## src/rtl/instr_decode_if.sv

```systemverilog
// instr_decode_if
//   Bundles the instruction-decode pipe handshake and data buses.
//   Upstream side : in_valid, in_ready, in_ins, in_pc, flush
//   Downstream side: out_valid, out_ready, out_opcode/rd/funct3/rs1/rs2/funct7,
//                    out_imm, out_fmt, out_illegal, out_pc, dec_count
//   slave  modport : the decode pipe itself
//   master modport : whoever drives instructions in and consumes bundles
interface instr_decode_if #(
    parameter int XLEN  = 32,
    parameter int PC_W  = 32,
    parameter int CNT_W = 16
);
    logic              in_valid;
    logic              in_ready;
    logic [31:0]       in_ins;
    logic [PC_W-1:0]   in_pc;
    logic              flush;
    logic              out_valid;
    logic              out_ready;
    logic [6:0]        out_opcode;
    logic [4:0]        out_rd;
    logic [2:0]        out_funct3;
    logic [4:0]        out_rs1;
    logic [4:0]        out_rs2;
    logic [6:0]        out_funct7;
    logic [XLEN-1:0]   out_imm;
    logic [2:0]        out_fmt;
    logic              out_illegal;
    logic [PC_W-1:0]   out_pc;
    logic [CNT_W-1:0]  dec_count;

    modport slave (
        input  in_valid, in_ins, in_pc, flush, out_ready,
        output in_ready, out_valid, out_opcode, out_rd, out_funct3, out_rs1,
               out_rs2, out_funct7, out_imm, out_fmt, out_illegal, out_pc,
               dec_count
    );

    modport master (
        output in_valid, in_ins, in_pc, flush, out_ready,
        input  in_ready, out_valid, out_opcode, out_rd, out_funct3, out_rs1,
               out_rs2, out_funct7, out_imm, out_fmt, out_illegal, out_pc,
               dec_count
    );
endinterface

```

## src/rtl/instr_decode_pipe.sv

```systemverilog
// instr_decode_pipe
//   Decodes a 32-bit RISC-V style instruction word into its fields, format
//   and sign-extended immediate, and registers the result behind a
//   valid/ready handshake with a one-entry skid buffer (two bundles max).
//   Ports:
//     clk  - clock, rising edge
//     rst  - asynchronous, active-high reset
//     bus  - instr_decode_if.slave: input handshake + instruction/PC,
//            flush, output handshake + decoded bundle, dec_count
module instr_decode_pipe #(
    parameter int XLEN  = 32,
    parameter int PC_W  = 32,
    parameter int CNT_W = 16
) (
    input  logic          clk,
    input  logic          rst,
    instr_decode_if.slave bus
);
    localparam logic [2:0] FMT_R   = 3'd0;
    localparam logic [2:0] FMT_I   = 3'd1;
    localparam logic [2:0] FMT_S   = 3'd2;
    localparam logic [2:0] FMT_B   = 3'd3;
    localparam logic [2:0] FMT_U   = 3'd4;
    localparam logic [2:0] FMT_J   = 3'd5;
    localparam logic [2:0] FMT_ILL = 3'd7;

    typedef struct packed {
        logic [6:0]      opcode;
        logic [4:0]      rd;
        logic [2:0]      funct3;
        logic [4:0]      rs1;
        logic [4:0]      rs2;
        logic [6:0]      funct7;
        logic [XLEN-1:0] imm;
        logic [2:0]      fmt;
        logic            illegal;
        logic [PC_W-1:0] pc;
    } bundle_t;

    function automatic bundle_t decode(input logic [31:0] ins, input logic [PC_W-1:0] pc);
        bundle_t            b;
        logic [2:0]         fmt;
        logic signed [31:0] imm32;
        b.opcode = ins[6:0];
        b.rd     = ins[11:7];
        b.funct3 = ins[14:12];
        b.rs1    = ins[19:15];
        b.rs2    = ins[24:20];
        b.funct7 = ins[31:25];
        b.pc     = pc;
        case (ins[6:0])
            7'b0110011:                                     fmt = FMT_R;
            7'b0010011, 7'b0000011, 7'b1100111, 7'b1110011: fmt = FMT_I;
            7'b0100011:                                     fmt = FMT_S;
            7'b1100011:                                     fmt = FMT_B;
            7'b0110111, 7'b0010111:                         fmt = FMT_U;
            7'b1101111:                                     fmt = FMT_J;
            default:                                        fmt = FMT_ILL;
        endcase
        // Compressed/non-32-bit encodings are rejected even if bits [6:2] match.
        if (ins[1:0] != 2'b11) fmt = FMT_ILL;
        case (fmt)
            FMT_I:   imm32 = {{20{ins[31]}}, ins[31:20]};
            FMT_S:   imm32 = {{20{ins[31]}}, ins[31:25], ins[11:7]};
            FMT_B:   imm32 = {{20{ins[31]}}, ins[7], ins[30:25], ins[11:8], 1'b0};
            FMT_U:   imm32 = {ins[31:12], 12'b0};
            FMT_J:   imm32 = {{12{ins[31]}}, ins[19:12], ins[20], ins[30:21], 1'b0};
            default: imm32 = '0;
        endcase
        // Size cast of a signed value sign-extends to XLEN.
        b.imm     = XLEN'(imm32);
        b.fmt     = fmt;
        b.illegal = (fmt == FMT_ILL);
        return b;
    endfunction

    // Stage p0: combinational decode of the incoming word
    bundle_t dec_p0;
    logic    take_in;
    logic    take_out;

    // Stage p1: output register plus skid register
    bundle_t          out_p1;
    bundle_t          skid_p1;
    logic             vld_p1;
    logic             skid_vld_p1;
    logic [CNT_W-1:0] cnt;

    assign dec_p0   = decode(bus.in_ins, bus.in_pc);
    // in_ready comes straight from the skid flag, so there is no
    // combinational path from out_ready back to in_ready.
    assign take_in  = bus.in_valid && !skid_vld_p1 && !bus.flush;
    assign take_out = vld_p1 && bus.out_ready;

    always_ff @(posedge clk or posedge rst) begin
        if (rst) begin
            vld_p1      <= 1'b0;
            skid_vld_p1 <= 1'b0;
            out_p1      <= '0;
            skid_p1     <= '0;
            cnt         <= '0;
        end else if (bus.flush) begin
            // A bundle presented during flush is discarded, so it is not counted.
            vld_p1      <= 1'b0;
            skid_vld_p1 <= 1'b0;
        end else begin
            if (take_out) cnt <= cnt + 1'b1;
            if (take_out && skid_vld_p1) begin
                out_p1      <= skid_p1;
                skid_vld_p1 <= 1'b0;
            end else if (take_in && (!vld_p1 || take_out)) begin
                out_p1 <= dec_p0;
                vld_p1 <= 1'b1;
            end else if (take_in) begin
                skid_p1     <= dec_p0;
                skid_vld_p1 <= 1'b1;
            end else if (take_out) begin
                vld_p1 <= 1'b0;
            end
        end
    end

    assign bus.in_ready    = !skid_vld_p1;
    assign bus.out_valid   = vld_p1;
    assign bus.out_opcode  = out_p1.opcode;
    assign bus.out_rd      = out_p1.rd;
    assign bus.out_funct3  = out_p1.funct3;
    assign bus.out_rs1     = out_p1.rs1;
    assign bus.out_rs2     = out_p1.rs2;
    assign bus.out_funct7  = out_p1.funct7;
    assign bus.out_imm     = out_p1.imm;
    assign bus.out_fmt     = out_p1.fmt;
    assign bus.out_illegal = out_p1.illegal;
    assign bus.out_pc      = out_p1.pc;
    assign bus.dec_count   = cnt;
endmodule

```

## src/flat_wrapper.sv

```systemverilog
// flat-port wrapper written by rule: the top's interface ports become plain ports
module instr_decode_pipe_flat 
#(
    parameter int XLEN  = 32,
    parameter int PC_W  = 32,
    parameter int CNT_W = 16
)
  (clk, rst, bus_in_valid, bus_in_ins, bus_in_pc, bus_flush, bus_out_ready, bus_in_ready, bus_out_valid, bus_out_opcode, bus_out_rd, bus_out_funct3, bus_out_rs1, bus_out_rs2, bus_out_funct7, bus_out_imm, bus_out_fmt, bus_out_illegal, bus_out_pc, bus_dec_count);
  instr_decode_if #(.XLEN(XLEN), .PC_W(PC_W), .CNT_W(CNT_W)) bus_i ();
  input  logic clk;
  input  logic rst;
  input wire logic [$bits(bus_i.in_valid)-1:0] bus_in_valid;
  input wire logic [$bits(bus_i.in_ins)-1:0] bus_in_ins;
  input wire logic [$bits(bus_i.in_pc)-1:0] bus_in_pc;
  input wire logic [$bits(bus_i.flush)-1:0] bus_flush;
  input wire logic [$bits(bus_i.out_ready)-1:0] bus_out_ready;
  output wire logic [$bits(bus_i.in_ready)-1:0] bus_in_ready;
  output wire logic [$bits(bus_i.out_valid)-1:0] bus_out_valid;
  output wire logic [$bits(bus_i.out_opcode)-1:0] bus_out_opcode;
  output wire logic [$bits(bus_i.out_rd)-1:0] bus_out_rd;
  output wire logic [$bits(bus_i.out_funct3)-1:0] bus_out_funct3;
  output wire logic [$bits(bus_i.out_rs1)-1:0] bus_out_rs1;
  output wire logic [$bits(bus_i.out_rs2)-1:0] bus_out_rs2;
  output wire logic [$bits(bus_i.out_funct7)-1:0] bus_out_funct7;
  output wire logic [$bits(bus_i.out_imm)-1:0] bus_out_imm;
  output wire logic [$bits(bus_i.out_fmt)-1:0] bus_out_fmt;
  output wire logic [$bits(bus_i.out_illegal)-1:0] bus_out_illegal;
  output wire logic [$bits(bus_i.out_pc)-1:0] bus_out_pc;
  output wire logic [$bits(bus_i.dec_count)-1:0] bus_dec_count;
  assign bus_i.in_valid = bus_in_valid;
  assign bus_i.in_ins = bus_in_ins;
  assign bus_i.in_pc = bus_in_pc;
  assign bus_i.flush = bus_flush;
  assign bus_i.out_ready = bus_out_ready;
  assign bus_in_ready = bus_i.in_ready;
  assign bus_out_valid = bus_i.out_valid;
  assign bus_out_opcode = bus_i.out_opcode;
  assign bus_out_rd = bus_i.out_rd;
  assign bus_out_funct3 = bus_i.out_funct3;
  assign bus_out_rs1 = bus_i.out_rs1;
  assign bus_out_rs2 = bus_i.out_rs2;
  assign bus_out_funct7 = bus_i.out_funct7;
  assign bus_out_imm = bus_i.out_imm;
  assign bus_out_fmt = bus_i.out_fmt;
  assign bus_out_illegal = bus_i.out_illegal;
  assign bus_out_pc = bus_i.out_pc;
  assign bus_dec_count = bus_i.dec_count;
  instr_decode_pipe #(.XLEN(XLEN), .PC_W(PC_W), .CNT_W(CNT_W)) u_core (.clk(clk), .rst(rst), .bus(bus_i));
endmodule
```

## config.mk

```make
export PLATFORM = sky130hd
export DESIGN_NAME = instr_decode_pipe_flat
export DESIGN_NICKNAME = d
export VERILOG_FILES = /design/src/rtl/instr_decode_if.sv /design/src/rtl/instr_decode_pipe.sv /design/src/flat_wrapper.sv
export SDC_FILE = /design/constraint.sdc
export NUM_CORES = 1
export LEC_CHECK = 0
export CORE_ASPECT_RATIO = 0.75
export CORE_MARGIN = 2
export CORE_UTILIZATION = 47
export CTS_CLUSTER_SIZE = 40
export DETAILED_ROUTE_END_ITERATION = 8
export PLACE_DENSITY = 0.82
export SLEW_MARGIN = 10
export SYNTH_ARGS = -nofsm -noshare
export SYNTH_HDL_FRONTEND = slang
export SYNTH_SLANG_ARGS = --single-unit
export TNS_END_PERCENT = 100
```

## constraint.sdc

```tcl
create_clock -name clk -period 6.85 [get_ports clk]
set_input_delay 0.685 -clock clk [delete_from_list [all_inputs] [get_ports clk]]
set_output_delay 0.685 -clock clk [all_outputs]
set_load 0.03 [all_outputs]
```

# Yosys cells after proc, flatten, opt, wreduce, memory -nomap -nowiden
# Cells that the tools add are included.
[classes] n_reduce_logical=19 mux=14 bitwise_logic=3 add_sub_neg=1 n_eq_ne=20
[op_table] cell="$mux W100" n=2
[op_table] cell="$pmux W32 S5" n=1
[op_table] cell="$eq A7 B7 Y1 const B" n=4
[op_table] cell="$eq A7 B6 Y1 const B" n=3
[op_table] cell="$pmux W3 S6" n=1
[op_table] cell="$add A16 B1 Y16 const B" n=1
[op_table] cell="$eq A7 B5 Y1 const B" n=2
[op_table] cell="$eq A3 B3 Y1 const B" n=3
[op_table] cell="$mux W1" n=9
[op_table] cell="$eq A7 B2 Y1 const B" n=1
[op_table] cell="$eq A3 B2 Y1 const B" n=2
[op_table] cell="$reduce_and A2 Y1" n=3
[op_table] cell="$reduce_bool A3 Y1" n=2
[op_table] cell="$logic_and A1 B1 Y1" n=5
[op_table] cell="$ne A2 B2 Y1 const B" n=2
[op_table] cell="$reduce_and A4 Y1" n=1
[op_table] cell="$reduce_or A4 Y1" n=1
[op_table] cell="$eq A3 B1 Y1 const B" n=1
[op_table] cell="$logic_not A1 Y1" n=3
[op_table] cell="$mux W3" n=1
[op_table] cell="$ne A3 B2 Y1 const B" n=1
[op_table] cell="$ne A3 B3 Y1 const B" n=1
[op_table] cell="$not A1 Y1" n=3
[op_table] cell="$reduce_and A3 Y1" n=1
[op_table] cell="3 further kinds" n=3
[totals] elab_cells=80 out_inout_bits=118 in_bits=69 reg_bits=218

# Logic depth before layout (Yosys ltp)
# Gate-level depths: netlist of the first run.
[logic_depth] depth_word=8 ltp_mapped=7 depth_no_buf=5

# Worst setup path after synthesis of the first run
# No wires, ideal clock.
[synth_timing] path_type="input-to-reg" start="input port bus_in_ins[2]" end="register u_core.out_p1 (netlist bit u_core.bus.out_imm[0])" setup_time_ps=80 path_buffers=2 setup_slack_ps=4831 path_stages=6 t_arrival_ps=1939 required_time_ps=6770 path_cell_list="buf_6 > or2_1 > buf_6 > or3_1 > o32a_1 > o211ai_2"
[synth_between] elab_chain_cells=8 word_cells_on_any_way=22 classes_between="eq/ne (15); mux (5); reduce/logical (2)"
[synth_rtl] item="start, declared" line="flat_wrapper.sv:13" source="input wire logic [$bits(bus_i.in_ins)-1:0] bus_in_ins;"
[synth_rtl] item="$eq A7 B5 Y1 (tied with other cells)" line="instr_decode_pipe.sv:51" source="case (ins[6:0])"
[synth_rtl] item="$reduce_or A4 Y1 or $reduce_or A2 Y1 (tied branches)" line="instr_decode_pipe.sv:51"
[synth_rtl] item="$pmux W3 S6 *" line="instr_decode_pipe.sv:51"
[synth_rtl] item="$mux W3 *" line="instr_decode_pipe.sv:61" source="if (ins[1:0] != 2'b11) fmt = FMT_ILL;"
[synth_rtl] item="$eq A3 B3 Y1 (tied with other cells)" line="instr_decode_pipe.sv:62" source="case (fmt)"
[synth_rtl] item="$pmux W32 S5 *" line="instr_decode_pipe.sv:62"
[synth_rtl] item="$mux W100 *" line="instr_decode_pipe.sv:111" source="end else if (take_in && (!vld_p1 || take_out)) begin"
[synth_rtl] item="$mux W100 *" line="instr_decode_pipe.sv:108" source="if (take_out && skid_vld_p1) begin"
[synth_rtl] item="end signal, assigned" line="instr_decode_pipe.sv:109" source="out_p1 <= skid_p1;"
[synth_rtl] item="end signal, assigned" line="instr_decode_pipe.sv:112" source="out_p1 <= dec_p0;"
[synth_rtl] item="end, declared" line="instr_decode_pipe.sv:83" source="bundle_t out_p1;"
# Every way passes the cells marked *; elsewhere a longest branch is shown, timed or not. The select of a mux whose other input is x is not followed.
# A chain may end at the register's enable or synchronous reset.

# Worst setup path after layout of the first run
[layout_timing] start="input port bus_out_ready" end="register u_core.out_p1 (netlist bit u_core.bus.out_imm[11])"
[layout_between] elab_chain_cells=5 word_cells_on_any_way=7 classes_between="mux (1); reduce/logical (6)"
[layout_rtl] item="start, declared" line="flat_wrapper.sv:16" source="input wire logic [$bits(bus_i.out_ready)-1:0] bus_out_ready;"
[layout_rtl] item="$logic_and A1 B1 Y1 *" line="instr_decode_pipe.sv:93" source="assign take_out = vld_p1 && bus.out_ready;"
[layout_rtl] item="$logic_or A1 B1 Y1" line="instr_decode_pipe.sv:111"
[layout_rtl] item="$logic_and A1 B1 Y1" line="instr_decode_pipe.sv:111"
[layout_rtl] item="$reduce_bool A2 Y1 (no line)"
[layout_rtl] item="$reduce_and A2 Y1 (no line)"
# Every way passes the cells marked *; elsewhere a longest branch is shown, timed or not.

==> results of run 1 <==
[path summary, 6_finish.rpt]
kind                            slack [ns]                  endpoint  cells after the start                startpoint
worst max-delay path                  3.42    u_core.bus.out_imm[11]                      6             bus_out_ready
worst min-delay path                  0.47  u_core.bus.dec_count[15]                      1  u_core.bus.dec_count[15]
worst max register to register        3.76    u_core.bus.out_imm[11]                      5      u_core.bus.out_valid
worst min register to register        0.47  u_core.bus.dec_count[15]                      1  u_core.bus.dec_count[15]
max in group asynchronous             4.42        u_core.skid_p1[27]                      3                       rst
min in group asynchronous             0.76     u_core.bus.out_pc[25]                      2                       rst
[sequential cells by signal (all words and copies together) (netlist names), 5 cells and up]
name	cells
u_core.bus.out_funct7	7
u_core.bus.out_rd	5
u_core.bus.out_opcode	7
u_core.bus.out_imm	32
u_core.bus.dec_count	16
u_core.skid_p1	100
u_core.bus.out_pc	32
u_core.bus.out_rs1	5
u_core.bus.out_rs2	5
[per-layer routing]
layer	wire length, µm	share of wire (%)
met2	11600	45
met4	385	1.5
met5	0	0
met1	11400	45
met3	2150	8.4
[where the power goes]
group	total [W]	leakage [nW]	switching, W	internal, W
Clock	0.00131	0.390	0.000510	0.000799
Combinational	0.00101	2.31	0.000593	0.000420
Sequential	0.00174	2.64	0.000178	0.00157
[metrics by stage]
stage | setup slack (ns) | instance area [µm²]
floorplan | 0.201 | 9630
global placement | 3.04 | 11500
detailed placement | 2.93 | 11500
CTS | 3.45 | 12300
global route | 3.17 | 12300
finish | 3.42 | 12300
[worst max-delay path: cells and delay by family]
kind            cells  cell delay [ns]
compound gates      3             1.39
buf+inv             2             1.33
simple gates        1             0.40
[placed cells by master, fill, tap and decap left out, drive strengths merged, types with 2 or more instances in the layout]
cell           instances
a2111oi                3
a211oi                15
a21o                   2
a21oi                 25
a311o                  2
a311oi                12
a31oi                 87
and2                   4
and3                   2
and3b                  2
and4                   2
buf                    7
bufinv                 4
clkbuf                30
clkdlybuf4s50        186
clkinv                 6
dfrtp                218
inv                    9
nand2                368
nand2b                 2
nand3                 17
nand4                  4
nand4b                 7
nor2                 123
nor2b                  2
nor3                  25
nor4                   3
o2111ai                6
o211ai                 3
o21ai                 25
or2                    4
xnor2                 12
xor2                   4
[cell type report]
type,instances,area [µm²]
Sequential cell,218,5460
Inverter,9,41.3
Clock buffer,30,632
Fill cell,1703,7840
Clock inverter,10,154
Timing Repair Buffer,193,1910
Multi-Input combinational cell,775,3800
Tap cell,258,323
[kinds of logic (layout without fill, tap and decap cells)]
logic type / count (synthesis) / after routing / share of synthesized area (%)
buffers and inverters: 86 / 242 / 4.21
adders and majority gates: 1 / 1 / 0.130
AOI/OAI and AO/OA: 187 / 187 / 13.2
muxes: 1 / 1 / 0.117
and+or+nand+nor: 570 / 570 / 24.2
xor gates and xnor gates: 16 / 16 / 1.46
DFF: 218 / 218 / 56.7
==> metrics.yaml, run 1 <==
status: "complete, no violations"
syn_avg_cell_area_um2: 8.92
grt.busiest_layer: "met2"
setup_tns_ns: 0
synthTopCellsByArea: "dfrtp_1, nand2_1, a31oi_1"
max_stage_delay_ns: 1.04
tightest_slew_ns: 1.15
cp.required_ns: 7.27
die_area_um2: 21700
clockRootBuffer: "clkbuf_16"
end_kind: "flop"
synth_top_area_share_pct: 56.7
grtUsageMet2_pct: 37.9
drv_cap: 0
finalCriticalPeriod_ns: 3.43
fp.coreArea_um2: 20200
std_cell_rows: 45
powerDensity_nw_per_um2: 330
clk_latency_ns: 0.51
clock-sinks: 218
cts-resized-gates: 0
synthToLayoutAreaGrowth_pct: 28.0
synth_nets: 1149
synth-seq-area-share_pct: 56.7
grt_start_max_net_pins: 144
io_pins: 187
drive_gt1_share_pct: 5.18
p_total_w: 0.00407
overflow: 0
rsz0062_at_grt: "false"
drc: 0
grt_use_met3_pct: 4.32
vdd_drop_max_mv: 0.210
grt_pass1_wl_um: 41300
die_h_um: 128
final_cells: 1493
slew_viol_final: 0
drtAntennaViolNets: 0
io_buffers: 186
placed_cells_incl_taps: 1453
postCtsSetupRepairBufs: 0
synth_most_common_cell: "nand2_1"
drtIter0Drc: 874
ys_seq_elements: 218
hp-class: "flop to flop"
finalCritPeriodShare_pct: 50.1
clock_path_buffers: 3
synth_cells: 1079
tritoncts: "built"
grt_use_met1_pct: 34.1
setup_viol: 0
yosysTopAreaCell: "dfrtp_1"
cts_hold_buf: 0
n_antenna_cell: 0
clk_pin_slew_ns: 0.06
wirelength_um: 25500
finalWeightedCongestion: 0.824
grt_pass1_vias: 7838
final.setup_skew_ns: 0.00936
fmax_mhz: 291
synth_ff_type: "dfrtp_1"
final_net_count: 1289
power_leakage_nw: 5.33
synth-edff-count: 0
yosysUniqueCellTypes: 55
first_pass_iters: 5
viasPerCell: 5.55
post_drt_wl_per_cell_um: 17.1
start_kind: "input port"
slowest_stage: "o221a_4"
cts_buffers: 22
die_x_um: 169
antenna_found_initial: 0
synthTopCellsByCount: "nand2_1, dfrtp_1, nor2_1, a31oi_1, buf_2"
start_util_pct: 47.8
syn-cell-area_um2: 9630
via_count: 8280
holdWs_ns: 0.467
final-hold-violation-count: 0
path_class: "input port to flop"
ctsHtreeMaxLevel: 1
place_hpwl_um: 15700
max_slew_margin_pct: 22.7
yosysWarnings: 0
crit_chain: "clkdlybuf4s50_1 -> and2_1 -> o221a_4 -> buf_4 -> o21ai_0 -> a31oi_1"
cp_data_arrival_time_ns: 3.85
gr-usage-all-layers_pct: 23.6
ys_async_sr_fraction_pct: 100
critPathMaxFanout: 101
final_util_pct: 61.1
No activity file was read; power rests on OpenSTA's default activity.
==> inputs of run 2 (changes only) <==
CORE_UTILIZATION = 52   (was 47)
PLACE_DENSITY = 0.86   (was 0.82)
clock period = 3.6 ns   (was 6.85 ns; I/O delays follow)
==> run 2 against run 1 <==
  * Clock power rose by 82%
  * Total power rose by 88%
  * Via count rose by 1.8%
  * Register-to-register slack got worse by 2.6 ns
  * Sequential share of layout area fell by 0.28 points
  * Count of clock-buffer cells in the layout rose by 1
  * Final cell count fell by 0.33%
  * Largest power group unchanged
==> metrics.yaml, run 2 (same netlist as run 1, synthesis figures left out) <==
grt_start_max_net_pins: 120  # was 144
rsz0062_at_grt: "false"  # unchanged
critPathMaxFanout: 55  # was 101
final_cell_mix: "nand2_1, dfrtp_1, clkdlybuf4s50_1"  # unchanged
path_class: "flop to flop"  # was input port to flop
power_leakage_nw: 5.37  # was 5.33 nW
io_buffers: 186  # unchanged
drtAntennaViolNets: 0  # unchanged
overflow: 0  # unchanged
p_switching_w: 0.00239  # was 0.00128 W
final_common_cell: "nand2_1"  # unchanged
clk_latency_ns: 0.50  # was 0.51 ns
max_slew_margin_pct: 40.1  # was 22.7%
switching_share_pct: 31.3  # was 31.5%
clock_path_buffers: 3  # unchanged
cts_hold_buf: 0  # unchanged
power_frac_comb_pct: 25.5  # was 24.9%
cp.required_ns: 4.01  # was 7.27 ns
drtIter0Drc: 942  # was 874
tritoncts: "built"  # unchanged
hp-class: "input port to asynchronous set/reset pin"  # was flop to flop
fp.coreArea_um2: 18300  # was 20200 µm²
end_kind: "flop"  # unchanged
intPower_w: 0.00526  # was 0.00279 W
powerDensity_nw_per_um2: 617  # was 330 nW/µm²
cts-resized-gates: 0  # unchanged
fmax_mhz: 404
cp_data_arrival_time_ns: 2.88  # was 3.85 ns
grt_pass1_vias: 8099  # was 7838
io_pins: 187  # unchanged
drv_cap: 0  # unchanged
status: "complete, no violations"  # unchanged
die_x_um: 161  # was 169 µm
final.setup_skew_ns: 0.0124  # was 0.00936 ns
finalWeightedCongestion: 0.891  # was 0.824
setup_tns_ns: 0  # unchanged
grt_pass1_wl_um: 40900  # was 41300 µm
antenna_found_initial: 0  # unchanged
top_register: "u_core.skid_p1"  # unchanged
drive_gt1_share_pct: 5.56  # was 5.18%
vdd_drop_max_mv: 0.370  # was 0.210 mV
p_seq_share_pct: 43.3  # was 42.9%
final_util_pct: 67.8  # was 61.1%
clockRootBuffer: "clkbuf_16"  # unchanged
post_drt_wl_per_cell_um: 16.9  # was 17.1 µm
place_hpwl_um: 16700  # was 15700 µm
setup_viol: 0  # unchanged
std_cell_rows: 43  # was 45
postCtsSetupRepairBufs: 0  # unchanged
die_area_um2: 19600  # was 21700 µm²
start_kind: "flop"  # was input port
via_count: 8432  # was 8280
finalCritPeriodShare_pct: 68.7
die_h_um: 122  # was 128 µm
largest_reg_flops: 100  # unchanged
tightest_slew_ns: 0.897  # was 1.15 ns
final_net_count: 1295  # was 1289
viasPerCell: 5.67  # was 5.55
final-hold-violation-count: 0  # unchanged
ctsHtreeMaxLevel: 1  # unchanged
gr-usage-all-layers_pct: 25.7  # was 23.6%
finalCriticalPeriod_ns: 2.47
clk_pin_slew_ns: 0.06  # about the same
clock-sinks: 218  # unchanged
start_util_pct: 52.6  # was 47.8%
wirelength_um: 25200  # was 25500 µm
drc: 0  # unchanged
cts_buffers: 22  # unchanged
synthToLayoutAreaGrowth_pct: 28.8  # was 28.0%
first_pass_iters: 5  # unchanged
clkPwrFrac_pct: 31.2  # was 32.2%
slew_viol_final: 0  # unchanged
==> run 2: cell count changes in the layout (fill, tap and decap cells not counted) <==
cell,change
buf_12,+6
bufinv_16,-1
clkbuf_8,+1
clkinvlp_4,+1
diode_2,+1
inv_6,-1
inv_8,-1
or4_2,+1
or4_4,-1
==> run 2: critical path, cell delays in order (launching register included) <==
cell and delay (ns):
dfrtp_1 0.69, and3_2 0.65, buf_4 0.62, nand2_1 0.17
a31oi_1 0.21
==> run 2: final cells by class <==
| class | instances | area [µm²] |
|---|---|---|
| clock buffer | 31 | 646 |
| fill | 1410 | 5900 |
| timing repair buffer | 199 | 2030 |
| tap | 247 | 309 |
| sequential | 218 | 5460 |
| clock inverter | 8 | 115 |
| inverter | 9 | 37.5 |
| antenna | 1 | 2.50 |
| multi-input combinational | 775 | 3800 |
==> run 2: final timing paths <==
| kind | start | endpoint | slack (ns) | cells past startpoint |
|---|---|---|---|---|
| min in group clk | bus_in_pc[16] | u_core.skid_p1[16] | 0.42 | 3 |
| max reg2reg | u_core.skid_vld_p1 | u_core.bus.out_pc[29] | 1.13 | 4 |
| min reg2reg | u_core.skid_p1[15] | u_core.skid_p1[15] | 0.47 | 2 |
| min | rst | u_core.skid_p1[77] | 0.38 | 3 |
| max | u_core.skid_vld_p1 | u_core.bus.out_pc[29] | 1.13 | 4 |
| max in group asynchronous | rst | u_core.skid_p1[29] | 2.69 | 3 |
==> run 2: through the flow <==
step | std cells | hold slack (ns) | worst slack (ns) | power [W] | cell area [µm²]
2_1_floorplan | 1079 | 0.423 | 0.400 | 0.00444 | 9630
3_3_place_gp | 1448 | 0.457 | 0.914 | 0.00523 | 11600
3_5_place_dp | 1448 | 0.462 | 0.705 | 0.00530 | 11600
4_1_cts | 1487 | 0.405 | 1.18 | 0.00769 | 12400
5_1_grt | 1487 | 0.425 | 1.01 | 0.00800 | 12400
6_report | 1488 | 0.376 | 1.13 | 0.00765 | 12400
==> run 2: power groups by stage <==
stage	logic (W)	registers [W]	clock network, W
after floorplan	0.000649	0.00379	0
after global placement	0.00191	0.00332	0
after detailed placement	0.00196	0.00335	0
after CTS	0.00197	0.00331	0.00241
after global routing	0.00211	0.00338	0.00251
final	0.00195	0.00331	0.00238
==> run 2: routing by layer <==
layer / part of all wire, % / global-route usage [%]
met5: 0 / 0
met4: 1.6 / 5.19
met2: 46 / 41.1
met1: 44 / 36.8
met3: 8.0 / 5.45
